### config.mk
export PLATFORM = sky130hd
export DESIGN_NAME = unidade_controle
export DESIGN_NICKNAME = d
export VERILOG_FILES = /design/src/rtl/unidade_controle.sv
export SDC_FILE = /design/constraint.sdc
export NUM_CORES = 1
export LEC_CHECK = 0
export BUFFER_PORTS_ARGS = -buffer_cell sky130_fd_sc_hd__buf_2
export CORE_MARGIN = 5
export CORE_UTILIZATION = 48
export CTS_BUF_LIST = sky130_fd_sc_hd__clkbuf_16
export DETAILED_ROUTE_END_ITERATION = 10
export PLACE_DENSITY = 0.85
export RECOVER_POWER = 100
export SLEW_MARGIN = 20
export SYNTH_ARGS = -nofsm -noshare
export SYNTH_HDL_FRONTEND = slang
export SYNTH_SLANG_ARGS = --single-unit
### constraint.sdc
create_clock -name clock -period 1.7 [get_ports clock]
set_input_delay 0.17 -clock clock [delete_from_list [all_inputs] [get_ports clock]]
set_output_delay 0.17 -clock clock [all_outputs]
set_load 0.01 [all_outputs]
### src/rtl/unidade_controle.sv
// Control unit for the 8-bit accumulator processor. This is a Moore FSM that
// sequences fetch, decode and the per-opcode execute states for caminho_dados.
module unidade_controle (
    input  logic       clock,
    input  logic       reset,
    input  logic [7:0] IR,
    input  logic [7:0] CCR_Result,
    output logic [2:0] Bus1_Sel,
    output logic [1:0] Bus2_Sel,
    output logic [2:0] alu_sel,
    output logic       PC_Load,
    output logic       PC_Inc,
    output logic       PR_Inc,
    output logic       A_Load,
    output logic       B_Load,
    output logic       C_Load,
    output logic       IR_Load,
    output logic       MAR_Load,
    output logic       CCR_Load,
    output logic       Memory_Load,
    output logic       halted
);

    localparam logic [7:0] OP_NOP     = 8'h00;
    localparam logic [7:0] OP_INCPR   = 8'h01;
    localparam logic [7:0] OP_LDA_IMM = 8'h86;
    localparam logic [7:0] OP_LDB_IMM = 8'h88;
    localparam logic [7:0] OP_LDC_IMM = 8'h8A;
    localparam logic [7:0] OP_LDA_DIR = 8'h87;
    localparam logic [7:0] OP_STA_DIR = 8'h96;
    localparam logic [7:0] OP_ADD_AB  = 8'h42;
    localparam logic [7:0] OP_SUB_AB  = 8'h43;
    localparam logic [7:0] OP_BRA     = 8'h20;
    localparam logic [7:0] OP_BEQ     = 8'h23;
    localparam logic [7:0] OP_HALT    = 8'hFF;

    localparam logic [2:0] B1_PC = 3'b000;
    localparam logic [2:0] B1_A  = 3'b001;
    localparam logic [2:0] B1_B  = 3'b010;

    localparam logic [1:0] B2_BUS1 = 2'b00;
    localparam logic [1:0] B2_MEM  = 2'b10;
    localparam logic [1:0] B2_ALU  = 2'b11;

    localparam logic [2:0] ALU_ADD = 3'b000;
    localparam logic [2:0] ALU_SUB = 3'b001;

    typedef enum logic [4:0] {
        S_RESET,
        S_F0,
        S_F1,
        S_F2,
        S_DEC,
        S_INCPR,
        S_LDAI_0,
        S_LDAI_1,
        S_LDAI_2,
        S_LDBI_0,
        S_LDBI_1,
        S_LDBI_2,
        S_LDCI_0,
        S_LDCI_1,
        S_LDCI_2,
        S_LDAD_0,
        S_LDAD_1,
        S_LDAD_2,
        S_LDAD_3,
        S_LDAD_4,
        S_STA_0,
        S_STA_1,
        S_STA_2,
        S_STA_3,
        S_ADD,
        S_SUB,
        S_BRA_0,
        S_BRA_1,
        S_BRA_2,
        S_BEQ_SKIP,
        S_HALT
    } state_t;

    state_t state_q;
    state_t state_d;

    logic zero_flag;
    logic unused_flags;

    // Only Z steers a branch; N, V and C are carried for the datapath's benefit.
    assign zero_flag    = CCR_Result[2];
    assign unused_flags = ^{CCR_Result[7:3], CCR_Result[1:0]};

    always_ff @(posedge clock or negedge reset) begin
        if (!reset) begin
            state_q <= S_RESET;
        end else begin
            state_q <= state_d;
        end
    end

    always_comb begin
        state_d = state_q;
        case (state_q)
            S_RESET:    state_d = S_F0;
            S_F0:       state_d = S_F1;
            S_F1:       state_d = S_F2;
            S_F2:       state_d = S_DEC;
            S_DEC: begin
                case (IR)
                    OP_NOP:     state_d = S_F0;
                    OP_INCPR:   state_d = S_INCPR;
                    OP_LDA_IMM: state_d = S_LDAI_0;
                    OP_LDB_IMM: state_d = S_LDBI_0;
                    OP_LDC_IMM: state_d = S_LDCI_0;
                    OP_LDA_DIR: state_d = S_LDAD_0;
                    OP_STA_DIR: state_d = S_STA_0;
                    OP_ADD_AB:  state_d = S_ADD;
                    OP_SUB_AB:  state_d = S_SUB;
                    OP_BRA:     state_d = S_BRA_0;
                    OP_BEQ:     state_d = zero_flag ? S_BRA_0 : S_BEQ_SKIP;
                    OP_HALT:    state_d = S_HALT;
                    default:    state_d = S_F0;
                endcase
            end
            S_INCPR:    state_d = S_F0;
            S_LDAI_0:   state_d = S_LDAI_1;
            S_LDAI_1:   state_d = S_LDAI_2;
            S_LDAI_2:   state_d = S_F0;
            S_LDBI_0:   state_d = S_LDBI_1;
            S_LDBI_1:   state_d = S_LDBI_2;
            S_LDBI_2:   state_d = S_F0;
            S_LDCI_0:   state_d = S_LDCI_1;
            S_LDCI_1:   state_d = S_LDCI_2;
            S_LDCI_2:   state_d = S_F0;
            S_LDAD_0:   state_d = S_LDAD_1;
            S_LDAD_1:   state_d = S_LDAD_2;
            S_LDAD_2:   state_d = S_LDAD_3;
            S_LDAD_3:   state_d = S_LDAD_4;
            S_LDAD_4:   state_d = S_F0;
            S_STA_0:    state_d = S_STA_1;
            S_STA_1:    state_d = S_STA_2;
            S_STA_2:    state_d = S_STA_3;
            S_STA_3:    state_d = S_F0;
            S_ADD:      state_d = S_F0;
            S_SUB:      state_d = S_F0;
            S_BRA_0:    state_d = S_BRA_1;
            S_BRA_1:    state_d = S_BRA_2;
            S_BRA_2:    state_d = S_F0;
            S_BEQ_SKIP: state_d = S_F0;
            S_HALT:     state_d = S_HALT;
            default:    state_d = S_RESET;
        endcase
    end

    always_comb begin
        Bus1_Sel    = B1_PC;
        Bus2_Sel    = B2_BUS1;
        alu_sel     = ALU_ADD;
        PC_Load     = 1'b0;
        PC_Inc      = 1'b0;
        PR_Inc      = 1'b0;
        A_Load      = 1'b0;
        B_Load      = 1'b0;
        C_Load      = 1'b0;
        IR_Load     = 1'b0;
        MAR_Load    = 1'b0;
        CCR_Load    = 1'b0;
        Memory_Load = 1'b0;
        halted      = 1'b0;
        case (state_q)
            // MAR <- PC, shared by the opcode fetch and every operand fetch
            S_F0, S_LDAI_0, S_LDBI_0, S_LDCI_0, S_LDAD_0, S_STA_0, S_BRA_0: begin
                MAR_Load = 1'b1;
                Bus1_Sel = B1_PC;
                Bus2_Sel = B2_BUS1;
            end
            S_F1, S_LDAI_1, S_LDBI_1, S_LDCI_1, S_LDAD_1, S_STA_1, S_BRA_1,
            S_BEQ_SKIP: begin
                PC_Inc = 1'b1;
            end
            S_F2: begin
                IR_Load  = 1'b1;
                Bus2_Sel = B2_MEM;
            end
            S_INCPR: begin
                PR_Inc = 1'b1;
            end
            S_LDAI_2, S_LDAD_4: begin
                A_Load   = 1'b1;
                Bus2_Sel = B2_MEM;
            end
            S_LDBI_2: begin
                B_Load   = 1'b1;
                Bus2_Sel = B2_MEM;
            end
            S_LDCI_2: begin
                C_Load   = 1'b1;
                Bus2_Sel = B2_MEM;
            end
            // The operand byte is itself an address: reload MAR from memory
            S_LDAD_2, S_STA_2: begin
                MAR_Load = 1'b1;
                Bus2_Sel = B2_MEM;
            end
            S_STA_3: begin
                Memory_Load = 1'b1;
                Bus1_Sel    = B1_A;
            end
            S_ADD, S_SUB: begin
                Bus1_Sel = B1_B;
                alu_sel  = (state_q == S_SUB) ? ALU_SUB : ALU_ADD;
                Bus2_Sel = B2_ALU;
                A_Load   = 1'b1;
                CCR_Load = 1'b1;
            end
            S_BRA_2: begin
                PC_Load  = 1'b1;
                Bus2_Sel = B2_MEM;
            end
            S_HALT: begin
                halted = 1'b1;
            end
            default: begin
                halted = 1'b0;
            end
        endcase
    end

endmodule

==> metrics.yaml <==
route:
  via_count: 1239
  drc: 0
  wirelength_um: 3047
  avgRoutedWirePerCell_um: 14.86
  ant_nets: 0
  drt_iter0_drc: 40
  firstDrtPassIters: 4
  vias_per_cell: 6.044
yosys:
  yosysTopAreaCell: "dfrtp_1"
  ys.flop_type: "dfrtp_1"
  syn_area_per_cell_sq_um: 6.390
  syn_inst: 140
  ys_seq_area_share_pct: 13.99
  synthTopCellsByArea: "dfrtp_1 14%, o21ai_0 9.0%, nand2_1 7.1%"
  synth.distinct_cells: 43
  synthTopCellsByCount: "17 x nand2_1, 16 x nor2_1, 16 x o21ai_0"
  synth_adder_area_share_pct: 0
  synthMuxAreaShare_pct: 0
  synth_edf_count: 0
  synthArstFlopShare_pct: 100.0
  synth-seq-cells: 5
  synth_top_family_by_area: "simple AND/OR/NAND/NOR gates"
  yosysWarnings: 0
  yosysTopAreaCellShare_pct: 13.99
  synth_compound_area_share_pct: 34.69
  synth_xor_area_share_pct: 0.9790
  synth_most_common_cell: "nand2_1"
  synth.cell_area_sq_um: 894.6
  synthSimpleGateAreaFrac_pct: 41.12
cells_and_area:
  nFillCells: 141
  reg_top3: "state_q: 5 flops"
  drive_gt1_share_pct: 38.33
  largest_reg_flops: 5
  max_flop_register: "state_q"
  nNetsFinal: 199
  n_antenna_cell: 0
  post-route-util_pct: 73.62
  stdcell_count: 205
  syn_to_final_growth_pct: 43.64
hold_path:
  hold_class: "in -> async"
sta:
  rsz0062_at_grt: "true"
  setup_ws_ps: 39.08
  fmax_mhz: 602.1
  hold_viol_final: 0
  drv_slew: 0
  min_period_over_period_pct: 97.70
  fin_skew_ps: 2.402
  finalCriticalPeriod_ps: 1661
  setup_viol: 0
die:
  rows: 15
  die_h_um: 53.17
  start_util_pct: 51.25
  core-area_sq_um: 1745
  die_w_um: 53.17
  ioPinCount: 37
  die-area_sq_um: 2827
grt:
  grt_overflow: 0
  antenna_found_initial: 0
  grt_pass1_vias: 1138
  grt_pass1_wl_um: 4864
  track_usage_pct: 22.50
  grt_max_degree: 22
placed_design:
  dp_slack_ps: 40.14
  dp_cells: 190
  dp_hpwl_um: 2146
  portBuffers: 26
  gp_congestion: 0.8992
power_and_ir_drop:
  total_power_mw: 0.5561
  p_leak_nw: 0.5669
  ir_worst_vdd_v: 0.0008510
  powerDensity_nw_per_um2: 432.8
clock_tree:
  cts.clk_slew.worst_paths_ps: 30
  clk-insertion-delay-late_ps: 220
  numCtsBuffers: 3
  cts_tree: "done"
  cts_max_level: 1
  root_buffer: "clkbuf_16"
  cts_sinks: 5
  clockBufferDepth: 2
critical_path:
  startpoint_type: "flip-flop"
  worst-path-max-fanout: 6
  cp.required_ps: 1530
  cp-end-kind: "output pin"
  crit_arrival_ps: 1490
  path_class: "reg -> out"
status:
  status: "finished, final reports clean"
flow_run:
  maxCapViolations: 0
[metal layers]
layer	up-vias	track usage, %	share of wire [%]
met2	59	44.01	53
li1	595	-	-
met5	-	0	0
met4	0	3.830	2.4
met1	579	24.87	38
met3	6	4.225	6.2
[where the power goes]
part	switching, mW	internal, mW	leakage (nW)	total (mW)
clock	0.0693	0.304	0.0423	0.373
sequential	0	0.120	0.0464	0.120
combinational	0.0397	0.0235	0.478	0.0631
[placed cells by master, fill, tap and decap left out, drive strengths merged, types with 5 or more instances in the layout]
master / n
a21oi: 10
buf: 44
clkbuf: 5
dfrtp: 5
inv: 5
nand2: 17
nor2: 16
nor2b: 6
nor3: 6
nor4: 6
o21ai: 16
[critical path, stage by stage (launching register included)]
cell,delay [ps]
dfrtp_2,440
nand2b_4,170
nor2_2,120
a21oi_1,60
o22a_1,180
o22ai_1,140
buf_2,150
[through the flow]
| step | cell area (sq um) | hold slack (ps) | setup TNS (ps) |
|---|---|---|---|
| after detailed placement | 1075 | -13.95 | 0 |
| after global routing | 1285 | 355.2 | -26.47 |
| after floorplan | 902.1 | -125.6 | 0 |
| after CTS | 1205 | 290.9 | 0 |
| after global placement | 1075 | -16.24 | 0 |
| final | 1285 | 323.2 | 0 |
[what timing repair did]
| item | CTS | global route |
|---|---|---|
| buffers inserted | 5 | 5 |
| hold endpoints to repair | 5 | 0 |
| endpoints found under the setup margin | 6 | 8 |
| hold buffers | 1 | 0 |
| pin swaps | 0 | 2 |
| resized for setup | 5 | 15 |
[path summary, 6_finish.rpt]
check	from	end	slack (ps)	cells after the start
setup / recovery	state_q[3]$_DFF_PN0_	PC_Inc	40	6
hold reg to reg	state_q[0]$_DFF_PN0_	state_q[1]$_DFF_PN0_	690	1
setup reg to reg	state_q[4]$_DFF_PN0_	state_q[0]$_DFF_PN0_	260	6
max in group asynchronous	reset	state_q[1]$_DFF_PN0_	1150	2
hold / removal	reset	state_q[4]$_DFF_PN0_	320	2
min in group clock	IR[4]	state_q[4]$_DFF_PN0_	440	3
[layout make-up]
class,instances,area (sq um),share of cell area [%]
Multi-Input combinational cell,120,740.7,57.64
Clock buffer,3,75.07,5.842
Clock inverter,1,3.754,0.2921
Timing Repair Buffer,47,286.5,22.30
Sequential cell,5,130.1,10.13
Tap cell,25,31.28,2.434
Inverter,4,17.52,1.363
[kinds of logic (layout without fill, tap and decap cells)]
logic type,after synthesis,in the layout
AO/OA/AOI/OAI,47,47
AND/OR/NAND/NOR,69,69
other,1,3
flip-flops,5,5
buffers and inverters,17,55
XOR/XNOR,1,1
No activity file was read; power rests on OpenSTA's default activity.
